**config.mk**
```make
export PLATFORM = sky130hd
export DESIGN_NAME = seq_add32_ctrl
export DESIGN_NICKNAME = d
export VERILOG_FILES = /design/src/rtl/seq_add_pkg.sv /design/src/rtl/seq_add32_ctrl_rca8.sv /design/src/rtl/seq_add32_ctrl.sv
export SDC_FILE = /design/constraint.sdc
export NUM_CORES = 1
export LEC_CHECK = 0
export BUFFER_PORTS_ARGS = -buffer_cell sky130_fd_sc_hd__buf_2
export CAP_MARGIN = 20
export CORE_UTILIZATION = 40
export DETAILED_ROUTE_END_ITERATION = 8
export PLACE_DENSITY = 0.67
export RECOVER_POWER = 100
export SLEW_MARGIN = 20
export SYNTH_ARGS = -nofsm -noshare
export SYNTH_HDL_FRONTEND = slang
export SYNTH_SLANG_ARGS = --single-unit
```
**constraint.sdc**
```tcl
create_clock -name clk -period 5 [get_ports clk]
set_input_delay 1 -clock clk [delete_from_list [all_inputs] [get_ports clk]]
set_output_delay 1 -clock clk [all_outputs]
set_load 0.05 [all_outputs]
```
**src/rtl/seq_add_pkg.sv**
```systemverilog
// Shared types and constants for the byte-serial adder controller.
// Holds the FSM state encoding and the width of the adder datapath slice.
package seq_add_pkg;

  localparam int BYTE_W = 8;

  typedef enum logic [1:0] {
    IDLE = 2'd0,
    RUN  = 2'd1,
    DONE = 2'd2
  } state_t;

endpackage

```
**src/rtl/seq_add32_ctrl_rca8.sv**
```systemverilog
// 8-bit ripple-carry adder: the single narrow datapath slice shared by the
// serial controller. Carry ripples bit by bit from cin to cout.
module RCA_8
  import seq_add_pkg::*;
(
  input  logic [BYTE_W-1:0] A,
  input  logic [BYTE_W-1:0] B,
  input  logic              cin,
  output logic [BYTE_W-1:0] sum,
  output logic              cout
);

  logic [BYTE_W:0] c;

  // NOTE: every output of a combinational block is assigned on every pass
  // (c[0] first, then each bit in order), so no latch can be inferred.
  always_comb begin
    c[0] = cin;
    for (int i = 0; i < BYTE_W; i++) begin
      sum[i]   = A[i] ^ B[i] ^ c[i];
      c[i + 1] = (A[i] & B[i]) | (c[i] & (A[i] ^ B[i]));
    end
    cout = c[BYTE_W];
  end

endmodule

```
**src/rtl/seq_add32_ctrl.sv**
```systemverilog
// Byte-serial wide adder: adds a + b + cin one byte per clock (LSB first)
// through one shared 8-bit ripple-carry adder, with a registered byte carry.
module seq_add32_ctrl
  import seq_add_pkg::*;
#(
  parameter int NUM_BYTES = 4
)
(
  input  logic                        clk,
  input  logic                        rst,
  input  logic                        start,
  input  logic [BYTE_W*NUM_BYTES-1:0] a,
  input  logic [BYTE_W*NUM_BYTES-1:0] b,
  input  logic                        cin,
  output logic                        busy,
  output logic                        done,
  output logic [BYTE_W*NUM_BYTES-1:0] sum,
  output logic                        cout
);

  localparam int W     = BYTE_W * NUM_BYTES;
  localparam int IDX_W = (NUM_BYTES > 1) ? $clog2(NUM_BYTES) : 1;
  localparam logic [IDX_W-1:0] LAST_IDX = IDX_W'(NUM_BYTES - 1);

  state_t            state, state_nxt;
  logic [W-1:0]      a_reg, b_reg;
  logic              carry_reg;
  logic [IDX_W-1:0]  idx;
  logic              accept, last;
  logic [BYTE_W-1:0] a_byte, b_byte, add_sum;
  logic              add_cout;

  assign a_byte = a_reg[BYTE_W*idx +: BYTE_W];
  assign b_byte = b_reg[BYTE_W*idx +: BYTE_W];

  RCA_8 u_rca (
    .A    (a_byte),
    .B    (b_byte),
    .cin  (carry_reg),
    .sum  (add_sum),
    .cout (add_cout)
  );

  // Start is only honoured in IDLE or DONE; DONE accepting gives back-to-back.
  always_comb begin
    state_nxt = state;
    accept    = 1'b0;
    last      = (idx == LAST_IDX);
    case (state)
      IDLE: begin
        if (start) begin
          accept    = 1'b1;
          state_nxt = RUN;
        end
      end
      RUN: begin
        if (last) state_nxt = DONE;
      end
      DONE: begin
        accept    = start;
        state_nxt = start ? RUN : IDLE;
      end
      default: state_nxt = IDLE;
    endcase
  end

  // busy/done are flops loaded from the next state so both outputs are
  // registered rather than decoded from the state vector.
  // NOTE: sequential state uses non-blocking assignments so every flop
  // samples pre-edge values regardless of statement order.
  always_ff @(posedge clk) begin
    if (rst) begin
      state <= IDLE;
      busy  <= 1'b0;
      done  <= 1'b0;
    end else begin
      state <= state_nxt;
      busy  <= (state_nxt == RUN);
      done  <= (state_nxt == DONE);
    end
  end

  always_ff @(posedge clk) begin
    if (rst) begin
      a_reg     <= '0;
      b_reg     <= '0;
      carry_reg <= 1'b0;
      idx       <= '0;
      sum       <= '0;
      cout      <= 1'b0;
    end else if (accept) begin
      a_reg     <= a;
      b_reg     <= b;
      carry_reg <= cin;
      idx       <= '0;
      sum       <= '0;
    end else if (state == RUN) begin
      sum[BYTE_W*idx +: BYTE_W] <= add_sum;
      carry_reg                 <= add_cout;
      // idx parks on the last byte; cout is only updated on that final step.
      if (last) cout <= add_cout;
      else      idx  <= idx + 1'b1;
    end
  end

endmodule
```
==> impl_metrics.py <==
metrics = {
    "status": {
        "outcome": "finished, violations left",
        "violations": "capacitance limit, slew limit",
    },
    "setup_path": {
        "end_kind": "flip-flop",
        "crit_path_start_kind": "flip-flop",
        "cp.depth": 15,
        "path_class": "flip-flop to flip-flop",
        "cp_num_buf_inv": 4,
        "critical_path.top_delay_family": "adder cells",
        "crit_top_cell": "fa_1",
        "cp-endpoint": "carry_reg",
        "ff2ff_setup_slack_ps": 510,
        "critPathMaxStageDelay_ps": 650,
        "cp_data_arrival_time_ps": 4590,
        "crit_path_max_fanout": 12,
        "r2r_start": "idx[1]",
        "slowest_stage": "dfxtp_1",
        "cp_cell_sequence": "mux4_2 > fa_1 > fa_1 > inv_1 > fa_1 > inv_1 > fa_1 > inv_1 > fa_1 > inv_1 > fa_1 > fa_1 > fa_1 > a32oi_1 > a21oi_1",
        "crit_required_ps": 5100,
        "reg2reg_depth": 15,
        "critPathLaunch": "idx[1]",
        "regToRegEndpoint": "carry_reg",
    },
    "synthesis": {
        "ys.flop_type": "dfxtp_1",
        "synth_top_area_share": 0.4871,
        "synth-edff-count": 0,
        "yosysSeqAreaShare": 0.4871,
        "synth_area_mm2": 0.004274,
        "avgSynthCellArea_um2": 9.803,
        "yosysMostFrequentCell": "nand2_1",
        "yosysUniqueCellTypes": 29,
        "synth-async-reset-ratio": 0,
        "yosysTopAreaCell": "dfxtp_1",
        "yosysWarningCount": 0,
        "ys_seq_elements": 104,
        "yosys-top-cells-count": "nand2_1 (129), dfxtp_1 (104), a21oi_1 (65)",
        "synthesis.nets": 518,
        "postSynthCellCount": 436,
        "ys_top_cells_by_area": "dfxtp_1 (49%), nand2_1 (11%), mux4_2 (8.4%)",
    },
    "sta": {
        "setup_slack_ps": 510.1,
        "setup_viol": 0,
        "rsz0062_at_grt": "false",
        "finClkSkew_ps": 6.758,
        "hold_viol_final": 0,
        "post-route-period-util": 0.8980,
        "finalMaxSlewViolations": 75,
        "fin_crit_ps": 4490,
        "worst_slew_pin_slew_ps": 3207,
        "fmax_mhz": 222.7,
        "tns_ps": 0,
        "max-slew-margin-rel": -1.138,
    },
    "run": {
        "maxCapViolCount": 1,
    },
    "power_and_ir_drop": {
        "p_clk_frac": 0.294,
        "power_switching_share": 0.2765,
        "vdd_drop_max_uv": 143.2,
        "comb_power_share": 0.138,
        "fin_total_pwr_uw": 1560,
        "internal_power_uw": 1128,
        "seqPwrFrac": 0.568,
        "p_per_area_mw_per_mm2": 316.1,
        "p_leak_uw": 0.001907,
        "switchingPower_uw": 431.3,
    },
    "floorplan": {
        "die_y_um": 105.4,
        "die-area_mm2": 0.01110,
        "pin_count": 103,
        "core_mm2": 0.01032,
        "rows": 37,
        "chipWidth_um": 105.4,
        "start_util": 0.4140,
    },
    "detailed_routing": {
        "drt_iter0_markers": 131,
        "wl_per_cell_um": 15.42,
        "ant_nets": 0,
        "drc": 0,
        "drt-vias-per-instance": 5.185,
        "routed_wl_um": 10240,
        "firstDrtPassIters": 4,
        "vias": 3443,
    },
    "clock_network": {
        "cts-root-buf": "clkbuf_8",
        "numClockSinks": 104,
        "numCtsBuffers": 9,
        "cts_max_path_buffers": 2,
        "clkLatencyLatePin_ps": 350,
        "clk_pin_slew_ps": 90,
        "cts_htree_levels": 3,
        "ctsHoldBuffers": 0,
        "cts_resized": 0,
        "cts_setup_buffers": 0,
        "cts_tree": "built",
    },
    "final_layout": {
        "fin_nets": 605,
        "regArea_mm2": 0.002082,
        "drive_above_1_share": 0.2027,
        "multiInputGateArea_mm2": 0.001969,
        "fin_area_mm2": 0.004935,
        "diodes": 0,
        "area_growth_pct": 15.46,
        "nFillCells": 996,
    },
    "global_routing": {
        "antenna_found_initial": 0,
        "grt_pass1_wl_um": 16960,
        "grt_pass1_vias": 3428,
        "grt-ovfl-total": 0,
        "track_usage": 0.1949,
        "grt_max_degree": 75,
    },
    "worst_hold_path": {
        "hold_class": "flip-flop to flip-flop",
        "holdPathStages": 2,
    },
    "place": {
        "portBuffers": 102,
        "gp_congestion": 0.7705,
        "place_area_mm2": 0.004853,
        "place_ws_ps": 566.9,
        "post-dp-hpwl_um": 7584,
    },
}
==> power by group through the flow <==
stage / Clock [µW] / Sequential (µW) / Combinational [µW]
floorplan: 0 / 906 / 144
global placement: 0 / 903 / 214
detailed placement: 0 / 905 / 220
CTS: 466 / 886 / 220
global route: 503 / 891 / 239
finish: 458 / 886 / 215
==> layout make-up <==
type	instances	area share
multi-input cells	288	0.3991
clock inverters	5	0.006846
flip-flops and latches	104	0.4219
clock buffers	11	0.02662
repair buffers	107	0.1012
well taps	136	0.03448
inverters	13	0.009888
==> routing by layer <==
| metal | wire (µm) | GRT usage | vias to the layer above | share of wire |
|---|---|---|---|---|
| met4 | 138 | 0.05734 | 0 | 0.013 |
| met1 | 4639 | 0.2494 | 1637 | 0.45 |
| li1 | - | - | 1688 | - |
| met3 | 545 | 0.03463 | 10 | 0.053 |
| met2 | 4917 | 0.3351 | 108 | 0.48 |
| met5 | 0 | 0 | - | 0 |
==> per-stage QoR <==
step | hold WS [ps] | std cells | util
floorplan | 433.1 | 436 | -
global placement | 442.6 | 648 | 0.4696
detailed placement | 447.6 | 648 | 0.4701
CTS | 460.3 | 664 | 0.4861
global route | 474.9 | 664 | 0.4780
finish | 456.5 | 664 | 0.4780
==> cell usage in the layout, fill, tap and decap left out, drive strengths merged, types with 2 or more instances in the layout <==
| cell | count |
|---|---|
| a21oi | 65 |
| a32o | 32 |
| and3b | 4 |
| buf | 70 |
| clkbuf | 48 |
| clkinv | 3 |
| clkinvlp | 2 |
| dfxtp | 104 |
| fa | 8 |
| ha | 6 |
| inv | 13 |
| mux2i | 2 |
| mux4 | 16 |
| nand2 | 129 |
| nand2b | 3 |
| nor2 | 6 |
| nor3 | 7 |
| nor4 | 2 |
==> tightest hold or removal path, cell delays in order, from the launching register on <==
cell     delay [ps]
dfxtp_1         320
nand2_1          50
a21oi_1          50
==> how the worst min path moves through the flow <==
stage	to	startpoint	slack (ps)
6_report	a_reg[15]	a_reg[15]	460
2_1_floorplan	a_reg[16]	a_reg[16]	430
5_1_grt	a_reg[15]	a_reg[15]	470
3_3_place_gp	b_reg[6]	b_reg[6]	440
3_5_place_dp	a_reg[15]	a_reg[15]	450
4_1_cts	a_reg[15]	a_reg[15]	460
==> kinds of logic after synthesis <==
family                     synth area share
adders and majority gates           0.05503
muxes                               0.08899
AOI/OAI and AO/OA                    0.1531
buffers and inverters               0.04684
DFF                                  0.4871
xor gates and xnor gates           0.002050
and+or+nand+nor                      0.1669
(Power assumes the default switching activity.)
